$ cat config.mk
export PLATFORM = sky130hd
export DESIGN_NAME = score_keeper
export DESIGN_NICKNAME = d
export VERILOG_FILES = /design/src/rtl/pong_pkg.sv /design/src/rtl/serve_timer.sv /design/src/rtl/score_keeper.sv
export SDC_FILE = /design/constraint.sdc
export NUM_CORES = 1
export LEC_CHECK = 0
export ABC_CLOCK_PERIOD_IN_PS = 7900
export CORE_UTILIZATION = 45
export CTS_CLUSTER_DIAMETER = 50
export DETAILED_ROUTE_END_ITERATION = 10
export PLACE_DENSITY = 0.65
export RECOVER_POWER = 100
export SYNTH_ARGS = -nofsm -noshare
export SYNTH_HDL_FRONTEND = slang
export SYNTH_HIERARCHICAL = 1
export SYNTH_SLANG_ARGS = --single-unit
export TNS_END_PERCENT = 20
$ cat constraint.sdc
create_clock -name i_CLK -period 7.9 [get_ports i_CLK]
set_clock_uncertainty 0.2 [all_clocks]
set_input_delay 1.58 -clock i_CLK [delete_from_list [all_inputs] [get_ports i_CLK]]
set_output_delay 1.58 -clock i_CLK [all_outputs]
set_load 0.01 [all_outputs]
$ cat src/rtl/pong_pkg.sv
// rtl/pong_pkg.sv - shared state encoding, key codes and winner codes for the pong score keeper
package pong_pkg;

    typedef enum logic [1:0] {
        ST_IDLE  = 2'd0,
        ST_SERVE = 2'd1,
        ST_PLAY  = 2'd2,
        ST_OVER  = 2'd3
    } state_e;

    localparam logic [7:0] KEY_START   = 8'd103;
    localparam logic [7:0] KEY_RESTART = 8'd98;

    localparam logic [1:0] WIN_NONE = 2'd0;
    localparam logic [1:0] WIN_P1   = 2'd1;
    localparam logic [1:0] WIN_P2   = 2'd2;

    localparam logic DIR_RIGHT = 1'b0;
    localparam logic DIR_LEFT  = 1'b1;

endpackage

$ cat src/rtl/serve_timer.sv
// rtl/serve_timer.sv - frame-tick countdown that fires done on the tick reaching zero
module serve_timer #(
    parameter int unsigned FRAMES = 60
) (
    input  logic i_CLK,
    input  logic i_RST_N,
    input  logic i_load,
    input  logic i_clear,
    input  logic i_tick,
    output logic o_done
);

    logic [7:0] cnt_q, cnt_d;

    always_comb begin
        cnt_d = cnt_q;
        if (i_clear) begin
            cnt_d = 8'd0;
        end else if (i_load) begin
            cnt_d = 8'(FRAMES);
        end else if (i_tick && (cnt_q != 8'd0)) begin
            cnt_d = cnt_q - 8'd1;
        end
    end

    always_ff @(posedge i_CLK or negedge i_RST_N) begin
        if (!i_RST_N) begin
            cnt_q <= 8'd0;
        end else begin
            cnt_q <= cnt_d;
        end
    end

    // A fresh load or clear in the same cycle overrides a pending expiry.
    assign o_done = i_tick && (cnt_q == 8'd1) && !i_load && !i_clear;

endmodule

$ cat src/rtl/score_keeper.sv
// rtl/score_keeper.sv - pong game flow: scores, serve delay, win detection and key control
module score_keeper
    import pong_pkg::*;
#(
    parameter logic [7:0]  START        = KEY_START,
    parameter logic [7:0]  RESTART      = KEY_RESTART,
    parameter int unsigned WIN_SCORE    = 7,
    parameter int unsigned SERVE_FRAMES = 60
) (
    input  logic       i_CLK,
    input  logic       i_RST_N,
    input  logic [7:0] i_key_byte,
    input  logic       i_frame_tick,
    input  logic       i_p1_scored,
    input  logic       i_p2_scored,
    output logic [3:0] o_p1_score,
    output logic [3:0] o_p2_score,
    output logic [1:0] o_state,
    output logic       o_ball_enable,
    output logic [1:0] o_winner,
    output logic       o_serve_dir
);

    localparam logic [3:0] WIN4 = 4'(WIN_SCORE);

    state_e     state_q, state_d;
    logic [3:0] p1_q, p1_d, p2_q, p2_d;
    logic [1:0] win_q, win_d;
    logic       dir_q, dir_d;
    logic       ben_q, ben_d;
    logic       p1_prev_q, p2_prev_q;
    logic       p1_edge, p2_edge;
    logic [3:0] p1_next, p2_next;
    logic       timer_load, timer_clear, timer_done;

    assign p1_edge = i_p1_scored && !p1_prev_q;
    assign p2_edge = i_p2_scored && !p2_prev_q;
    assign p1_next = p1_q + 4'd1;
    assign p2_next = p2_q + 4'd1;

    serve_timer #(
        .FRAMES (SERVE_FRAMES)
    ) u_serve_timer (
        .i_CLK   (i_CLK),
        .i_RST_N (i_RST_N),
        .i_load  (timer_load),
        .i_clear (timer_clear),
        .i_tick  (i_frame_tick),
        .o_done  (timer_done)
    );

    always_comb begin
        state_d     = state_q;
        p1_d        = p1_q;
        p2_d        = p2_q;
        win_d       = win_q;
        dir_d       = dir_q;
        timer_load  = 1'b0;
        timer_clear = 1'b0;

        if (i_key_byte == RESTART) begin
            state_d     = ST_IDLE;
            p1_d        = 4'd0;
            p2_d        = 4'd0;
            win_d       = WIN_NONE;
            dir_d       = DIR_RIGHT;
            timer_clear = 1'b1;
        end else begin
            unique case (state_q)
                ST_IDLE: begin
                    if (i_key_byte == START) begin
                        state_d    = ST_SERVE;
                        timer_load = 1'b1;
                    end
                end
                ST_SERVE: begin
                    if (timer_done) begin
                        state_d = ST_PLAY;
                    end
                end
                ST_PLAY: begin
                    // A tie-edge is a void rally: re-serve in the same direction.
                    if (p1_edge && p2_edge) begin
                        state_d    = ST_SERVE;
                        timer_load = 1'b1;
                    end else if (p1_edge) begin
                        p1_d = p1_next;
                        if (p1_next == WIN4) begin
                            state_d = ST_OVER;
                            win_d   = WIN_P1;
                        end else begin
                            state_d    = ST_SERVE;
                            dir_d      = DIR_RIGHT;
                            timer_load = 1'b1;
                        end
                    end else if (p2_edge) begin
                        p2_d = p2_next;
                        if (p2_next == WIN4) begin
                            state_d = ST_OVER;
                            win_d   = WIN_P2;
                        end else begin
                            state_d    = ST_SERVE;
                            dir_d      = DIR_LEFT;
                            timer_load = 1'b1;
                        end
                    end
                end
                ST_OVER: begin
                    if (i_key_byte == START) begin
                        state_d    = ST_SERVE;
                        p1_d       = 4'd0;
                        p2_d       = 4'd0;
                        win_d      = WIN_NONE;
                        dir_d      = DIR_RIGHT;
                        timer_load = 1'b1;
                    end
                end
                default: state_d = ST_IDLE;
            endcase
        end

        ben_d = (state_d == ST_PLAY);
    end

    // Edge history resets high so a flag already asserted at release never scores.
    always_ff @(posedge i_CLK or negedge i_RST_N) begin
        if (!i_RST_N) begin
            state_q   <= ST_IDLE;
            p1_q      <= 4'd0;
            p2_q      <= 4'd0;
            win_q     <= WIN_NONE;
            dir_q     <= DIR_RIGHT;
            ben_q     <= 1'b0;
            p1_prev_q <= 1'b1;
            p2_prev_q <= 1'b1;
        end else begin
            state_q   <= state_d;
            p1_q      <= p1_d;
            p2_q      <= p2_d;
            win_q     <= win_d;
            dir_q     <= dir_d;
            ben_q     <= ben_d;
            p1_prev_q <= i_p1_scored;
            p2_prev_q <= i_p2_scored;
        end
    end

    assign o_p1_score    = p1_q;
    assign o_p2_score    = p2_q;
    assign o_state       = state_q;
    assign o_ball_enable = ben_q;
    assign o_winner      = win_q;
    assign o_serve_dir   = dir_q;

endmodule

== Word level (Yosys, flattened, before mapping) ==
Index checks and enable logic that the tools add are counted.

* Register bits after elaboration: 24
* Input port bits: 13
* Output and inout bits: 14

* Add/sub/neg operators: 3
* Equal/unequal tests: 19
* Mux-type cells: 47
* Reduce and logical (&&, ||, !) cells: 20

{| class="wikitable"
|+ Operator list
! operator !! number
|-
| 4-bit 2-to-1 mux || 8
|-
| 2-bit 2-to-1 mux || 15
|-
| 8-bit 2-to-1 mux || 3
|-
| 4-bit != test, second input constant || 5
|-
| 8-bit by 7-bit == test with 1-bit output, second input constant || 2
|-
| 4-bit one-hot mux with 2 select lines || 2
|-
| 1-bit 2-to-1 mux || 15
|-
| 3-bit != test, second input constant || 5
|-
| 6-bit AND reduction || 2
|-
| 4-bit by 1-bit adder with 4-bit output, second input constant || 2
|-
| 4-bit by 3-bit == test with 1-bit output, second input constant || 2
|-
| 8-bit by 1-bit == test with 1-bit output, second input constant || 1
|-
| 8-bit nonzero test || 1
|-
| 8-bit by 1-bit subtractor with 8-bit output, second input constant || 1
|-
| 1-bit logical AND || 7
|-
| 2-bit == test, second input constant || 3
|-
| 2-bit one-hot mux with 3 select lines || 1
|-
| 3-bit nonzero test || 2
|-
| 5-bit AND reduction || 1
|-
| 1-bit logical NOT || 4
|-
| 1-bit one-hot mux with 2 select lines || 2
|-
| 2-bit one-hot mux with 2 select lines || 1
|-
| 4-bit AND reduction || 1
|-
| 2-bit by 1-bit == test with 1-bit output, second input constant || 1
|-
| other kinds (2) || 2
|}

== Logic depth before layout (Yosys ltp) ==
* Word-level depth: 15
* Mapped depth: 13
* Gate-level depth less buffers: 13

== By module ==
Netlist, hierarchy kept.

{| class="wikitable"
|+ By module, submodules not included
! module !! instances !! cells each !! area each (sq um)
|-
| score_keeper || 1 || 130 || 1214.9
|-
| serve_timer || 1 || 51 || 525.5
|}

== Worst setup path before layout ==
OpenSTA, ideal clock, no wires.

* Path kind: input-to-reg
* From: input port i_key_byte[4]
* To: register ben_q (netlist: o_ball_enable)
* Library setup time: 0.099 ns
* Arrival: 3.516 ns
* Slack: 4.085 ns
* Stages: 11
* Path buffers: 0
* Path through: and4bb_2 -> nand3_1 -> nand2_1 -> nor3_1 -> a32o_1 -> nor2_1 -> nand3_1 -> nor3_1 -> nor2_1 -> a221o_1 -> a311oi_1

* Word-level cells in the longest chain between the ends: 11
* Elaborated cells on any way between the ends: 15
* Classes of those cells: eq/ne (3); mux (8); reduce/logical (4)

{| class="wikitable"
|+ RTL lines
! element !! RTL line !! RTL
|-
| from (decl) || score_keeper.sv:12 || <nowiki>input logic [7:0] i_key_byte,</nowiki>
|-
| 8-bit by 7-bit == test with 1-bit output || score_keeper.sv:71, score_keeper.sv:109 ||
|-
| 1-bit 2-to-1 mux || score_keeper.sv:71, score_keeper.sv:109 ||
|-
| 1-bit one-hot mux with 2 select lines || score_keeper.sv:69 || <nowiki>unique case (state_q)</nowiki>
|-
| 1-bit 2-to-1 mux (*) || score_keeper.sv:61 || <nowiki>if (i_key_byte == RESTART) begin</nowiki>
|-
| net timer_load || score_keeper.sv:34 || <nowiki>logic timer_load, timer_clear, timer_done;</nowiki>
|-
| 1-bit logical NOT (*) || serve_timer.sv:35 || <nowiki>assign o_done = i_tick && (cnt_q == 8'd1) && !i_load && !i_clear;</nowiki>
|-
| 1-bit logical AND (*) (2 in a row) || serve_timer.sv:35 ||
|-
| net timer_done || score_keeper.sv:34 ||
|-
| 2-bit 2-to-1 mux (*) || score_keeper.sv:77 || <nowiki>if (timer_done) begin</nowiki>
|-
| 2-bit one-hot mux with 3 select lines (*) || score_keeper.sv:69 ||
|-
| 2-bit 2-to-1 mux (*) || score_keeper.sv:61 ||
|-
| 2-bit == test (*) || score_keeper.sv:122 || <nowiki>ben_d = (state_d == ST_PLAY);</nowiki>
|-
| net ben_d || score_keeper.sv:30 || <nowiki>logic ben_q, ben_d;</nowiki>
|-
| to (signal assigned) || score_keeper.sv:142 || <nowiki>ben_q <= ben_d;</nowiki>
|-
| to (decl) || score_keeper.sv:30 ||
|}

Mark *: on every way through the listed nets, which the timed path passes. The rest lies on a longest branch.
A chain may end at the register's enable or synchronous reset.

== Worst setup path in the final report ==
* From: input port i_p1_scored
* To: register ben_q (netlist: o_ball_enable)

* Word-level cells in the longest chain between the ends: 12
* Elaborated cells on any way between the ends: 15
* Classes of those cells: eq/ne (1); mux (9); reduce/logical (5)

{| class="wikitable"
|+ RTL lines
! element !! RTL line !! RTL
|-
| from (decl) || score_keeper.sv:14 || <nowiki>input logic i_p1_scored,</nowiki>
|-
| 1-bit logical AND (*) || score_keeper.sv:36 || <nowiki>assign p1_edge = i_p1_scored && !p1_prev_q;</nowiki>
|-
| 1-bit 2-to-1 mux / 1-bit logical AND (equally long branches) || score_keeper.sv:86, score_keeper.sv:83 ||
|-
| 1-bit 2-to-1 mux (*) || score_keeper.sv:83 || <nowiki>if (p1_edge && p2_edge) begin</nowiki>
|-
| 1-bit one-hot mux with 2 select lines (*) || score_keeper.sv:69 ||
|-
| 1-bit 2-to-1 mux (*) || score_keeper.sv:61 ||
|-
| net timer_load || score_keeper.sv:34 ||
|-
| 1-bit logical NOT (*) || serve_timer.sv:35 ||
|-
| 1-bit logical AND (*) (2 in a row) || serve_timer.sv:35 ||
|-
| net timer_done || score_keeper.sv:34 ||
|-
| 2-bit 2-to-1 mux (*) || score_keeper.sv:77 ||
|-
| 2-bit one-hot mux with 3 select lines (*) || score_keeper.sv:69 ||
|-
| 2-bit 2-to-1 mux (*) || score_keeper.sv:61 ||
|-
| 2-bit == test (*) || score_keeper.sv:122 ||
|-
| net ben_d || score_keeper.sv:30 ||
|}

Marked as above.

==> results.py <==
metrics = {
    "power_and_ir_drop": {
        "netSwitchingPower_mw": 0.205,
        "swShare": 0.394,
        "vdd_ir_drop_max_mv": 0.149,
        "p_int_mw": 0.315,
        "comb_power_share": 0.409,
        "leakage_nw": 0.837,
        "seq_power_share": 0.426,
        "p_per_area_nw_per_um2": 252,
        "p_clk_frac": 0.165,
    },
    "die": {
        "die_w_um": 64.2,
        "rows": 22,
        "io_pins": 27,
        "core_area_um2": 3690,
        "die_h_um": 64.2,
        "start_util": 0.472,
        "fp.dieArea_um2": 4120,
    },
    "routing": {
        "first_iter_violations": 59,
        "viasPerCell": 5.76,
        "drt-total-wl_um": 3740,
        "routedWlPerCell_um": 14.6,
        "drc_errors": 0,
        "ant_nets": 0,
        "drtPass1Iterations": 4,
        "via_count": 1475,
    },
    "yosys": {
        "synth_edf_count": 0,
        "yosys_register_bits": 24,
        "syn_area_um2": 1740,
        "synth_warnings": 6,
        "synth_cell_type_count": 55,
        "syn_area_per_cell_um2": 9.62,
        "synth_fp_nets": 204,
        "synth_ff_type": "dfrtp_1",
        "synth_seq_area_share": 0.347,
        "synth_cells": 181,
        "synth-async-reset-ratio": 1.00,
    },
    "setup_path": {
        "cp.arrival_ps": 4260,
        "rrSetupSlack_ps": 4570,
        "critPathKind": "input pin to register",
        "reg2reg_depth": 11,
        "rr_startpoint": "o_p1_score[0]",
        "start_kind": "input pin",
        "path_max_fanout": 7,
        "required_ps": 7880,
        "worstSetupEndpointType": "register",
        "reg2reg_to": "o_ball_enable",
    },
    "timing": {
        "setup_viol": 0,
        "period_needed_ps": 4290,
        "worst_slew_pin_slew_ps": 1080,
        "clock.fmax_mhz": 233,
        "setup_tns_ps": 0,
        "slew_headroom": 0.279,
        "rsz0062_at_grt": "no",
        "hold-worst-slack_ps": 318,
        "finalCritPeriodShare": 0.543,
        "final_hold_viol_count": 0,
        "drv_slew": 0,
    },
    "hold_path": {
        "hold_start": "o_winner[1]",
        "min_to": "o_winner[1]",
        "hold_class": "register to register",
        "holdPathStages": 1,
    },
    "clock_network": {
        "cts_made_buffers": 3,
        "worstSkewPairLatency_ps": 270,
        "tritoncts": "done",
        "clockBufferDepth": 2,
        "cts_repair_resize_count": 0,
        "cts_root_buffer": "clkbuf_8",
        "cts_setup_buffers": 0,
        "path_clk_slew_ps": 90,
        "clkSinkCount": 24,
        "holdBufCountCts": 0,
        "cts_max_level": 1,
    },
    "finish": {
        "area_growth_pct": 18.7,
        "final_cells": 256,
        "n_antenna_cell": 0,
        "layout-drive-gt1-share": 0.120,
        "nets": 232,
        "fin_area_um2": 2070,
    },
    "global_route": {
        "grtUsageMet3": 0.0321,
        "grt_util_met1": 0.252,
        "grt_pass1_vias": 1404,
        "grt-busiest-layer": "met2",
        "grtUsageMet2": 0.340,
        "grt_max_degree": 25,
        "grt_pass1_wl_um": 6350,
        "track_usage": 0.198,
        "antenna_found_initial": 0,
        "grt_overflow": 0,
    },
    "outcome": {
        "status": "complete, no violations",
    },
    "place": {
        "gp_congestion": 0.744,
        "port_buffers": 26,
        "dp_hpwl_um": 2910,
        "place_inst": 252,
        "dpl_cell_area_um2": 2040,
    },
    "flow_run": {
        "drv_cap": 0,
    },
}
area by class of cell:
class / count / area, um2
clock buffer: 4 / 55.1
sequential: 24 / 603
inverter: 14 / 52.6
fill: 350 / 1620
multi-input combinational: 140 / 1030
tap: 48 / 60.1
timing repair buffer: 26 / 260
worst max-delay path, stage by stage:
cell	delay [ps]
dlygate4sd3_1	570
nand2b_1	220
nor2_1	140
a21oi_1	230
nor3_1	80
a32o_1	300
nor2_1	160
nand3_1	90
nor3_1	200
nor2_1	80
a221o_1	360
a311oi_1	240
state kept, by name, indices dropped and copies added, names as in the netlist:
name                 flops
o_p2_score               4
o_ball_enable            1
p1_prev_q                1
u_serve_timer/cnt_q      8
o_winner                 2
o_serve_dir              1
o_p1_score               4
p2_prev_q                1
o_state                  2
worst max-delay path by stage:
stage,from,end,slack [ps],cells past startpoint
after detailed placement,i_key_byte[1],o_ball_enable,3320,12
after global routing,i_p1_scored,o_ball_enable,3340,12
final,i_p1_scored,o_ball_enable,3610,12
after floorplan,i_key_byte[4],o_ball_enable,4080,11
after global placement,i_key_byte[1],o_ball_enable,3460,12
after CTS,i_key_byte[1],o_ball_enable,3600,12
routing by layer:
layer	part of all wire	wire length, um
met5	0	0
met4	0.014	53
met3	0.042	157
met2	0.50	1860
met1	0.45	1670
cells in the mapped netlist (2+ instances only):
library cell	number	area share
a211oi_1	3	0.013
a211oi_2	2	0.014
a21boi_0	2	0.0086
a21oi_1	5	0.014
a311oi_2	2	0.017
a31oi_1	4	0.014
a32o_1	3	0.017
and3b_1	2	0.010
clkbuf_1	2	0.0043
dfrtp_1	22	0.32
dfstp_2	2	0.030
ha_1	10	0.072
inv_1	14	0.030
nand2_1	16	0.035
nand2b_1	7	0.025
nand3_1	8	0.023
nand4bb_1	2	0.013
nor2_1	11	0.024
nor2b_1	2	0.0072
nor3_1	6	0.017
nor3_2	2	0.012
nor3_4	2	0.019
o21ai_0	8	0.023
o31ai_1	5	0.022
o41ai_1	2	0.010
or2_2	2	0.0072
or3_1	2	0.0072
or4_4	3	0.019
xnor2_1	4	0.020
power groups by stage:
stage / Clock (mW) / Combinational [mW] / Sequential, mW
finish: 0.0861 / 0.213 / 0.222
global route: 0.0935 / 0.239 / 0.231
CTS: 0.0885 / 0.230 / 0.223
detailed placement: 0 / 0.228 / 0.225
global placement: 0 / 0.223 / 0.224
floorplan: 0 / 0.139 / 0.225
kinds of logic (layout without fill, tap and decap cells):
family / Yosys count / in the layout / share of synthesized area
buf+inv: 17 / 44 / 0.0410
simple gates: 75 / 75 / 0.282
flops: 24 / 24 / 0.347
fa+ha+maj: 10 / 10 / 0.0719
mux: 1 / 1 / 0.00575
xor+xnor: 4 / 4 / 0.0201
compound gates: 50 / 50 / 0.233
placed cells by master, fill, tap and decap left out, types with 3 or more instances in the layout:
| cell type | Yosys | routed |
|---|---|---|
| o21ai_0 | 8 | 8 |
| nor2_1 | 11 | 11 |
| a211oi_1 | 3 | 3 |
| a32o_1 | 3 | 3 |
| clkdlybuf4s50_1 | 0 | 9 |
| dfrtp_1 | 22 | 22 |
| nand3_1 | 8 | 8 |
| a21oi_1 | 5 | 5 |
| xnor2_1 | 4 | 4 |
| nand2b_1 | 7 | 7 |
| ha_1 | 10 | 10 |
| a31oi_1 | 4 | 4 |
| nand2_1 | 16 | 16 |
| clkbuf_8 | 0 | 4 |
| nor3_1 | 6 | 8 |
| o31ai_1 | 5 | 5 |
| dlygate4sd3_1 | 0 | 17 |
| a311oi_1 | 1 | 3 |
| inv_1 | 14 | 14 |
through the flow:
stage / power (mW) / setup slack [ps] / util
final: 0.520 / 3610 / 0.560
after floorplan: 0.364 / 4080 / -
after CTS: 0.542 / 3600 / 0.569
after global routing: 0.563 / 3340 / 0.560
after detailed placement: 0.453 / 3320 / 0.554
after global placement: 0.447 / 3460 / 0.554
(Power assumes the default switching activity.)
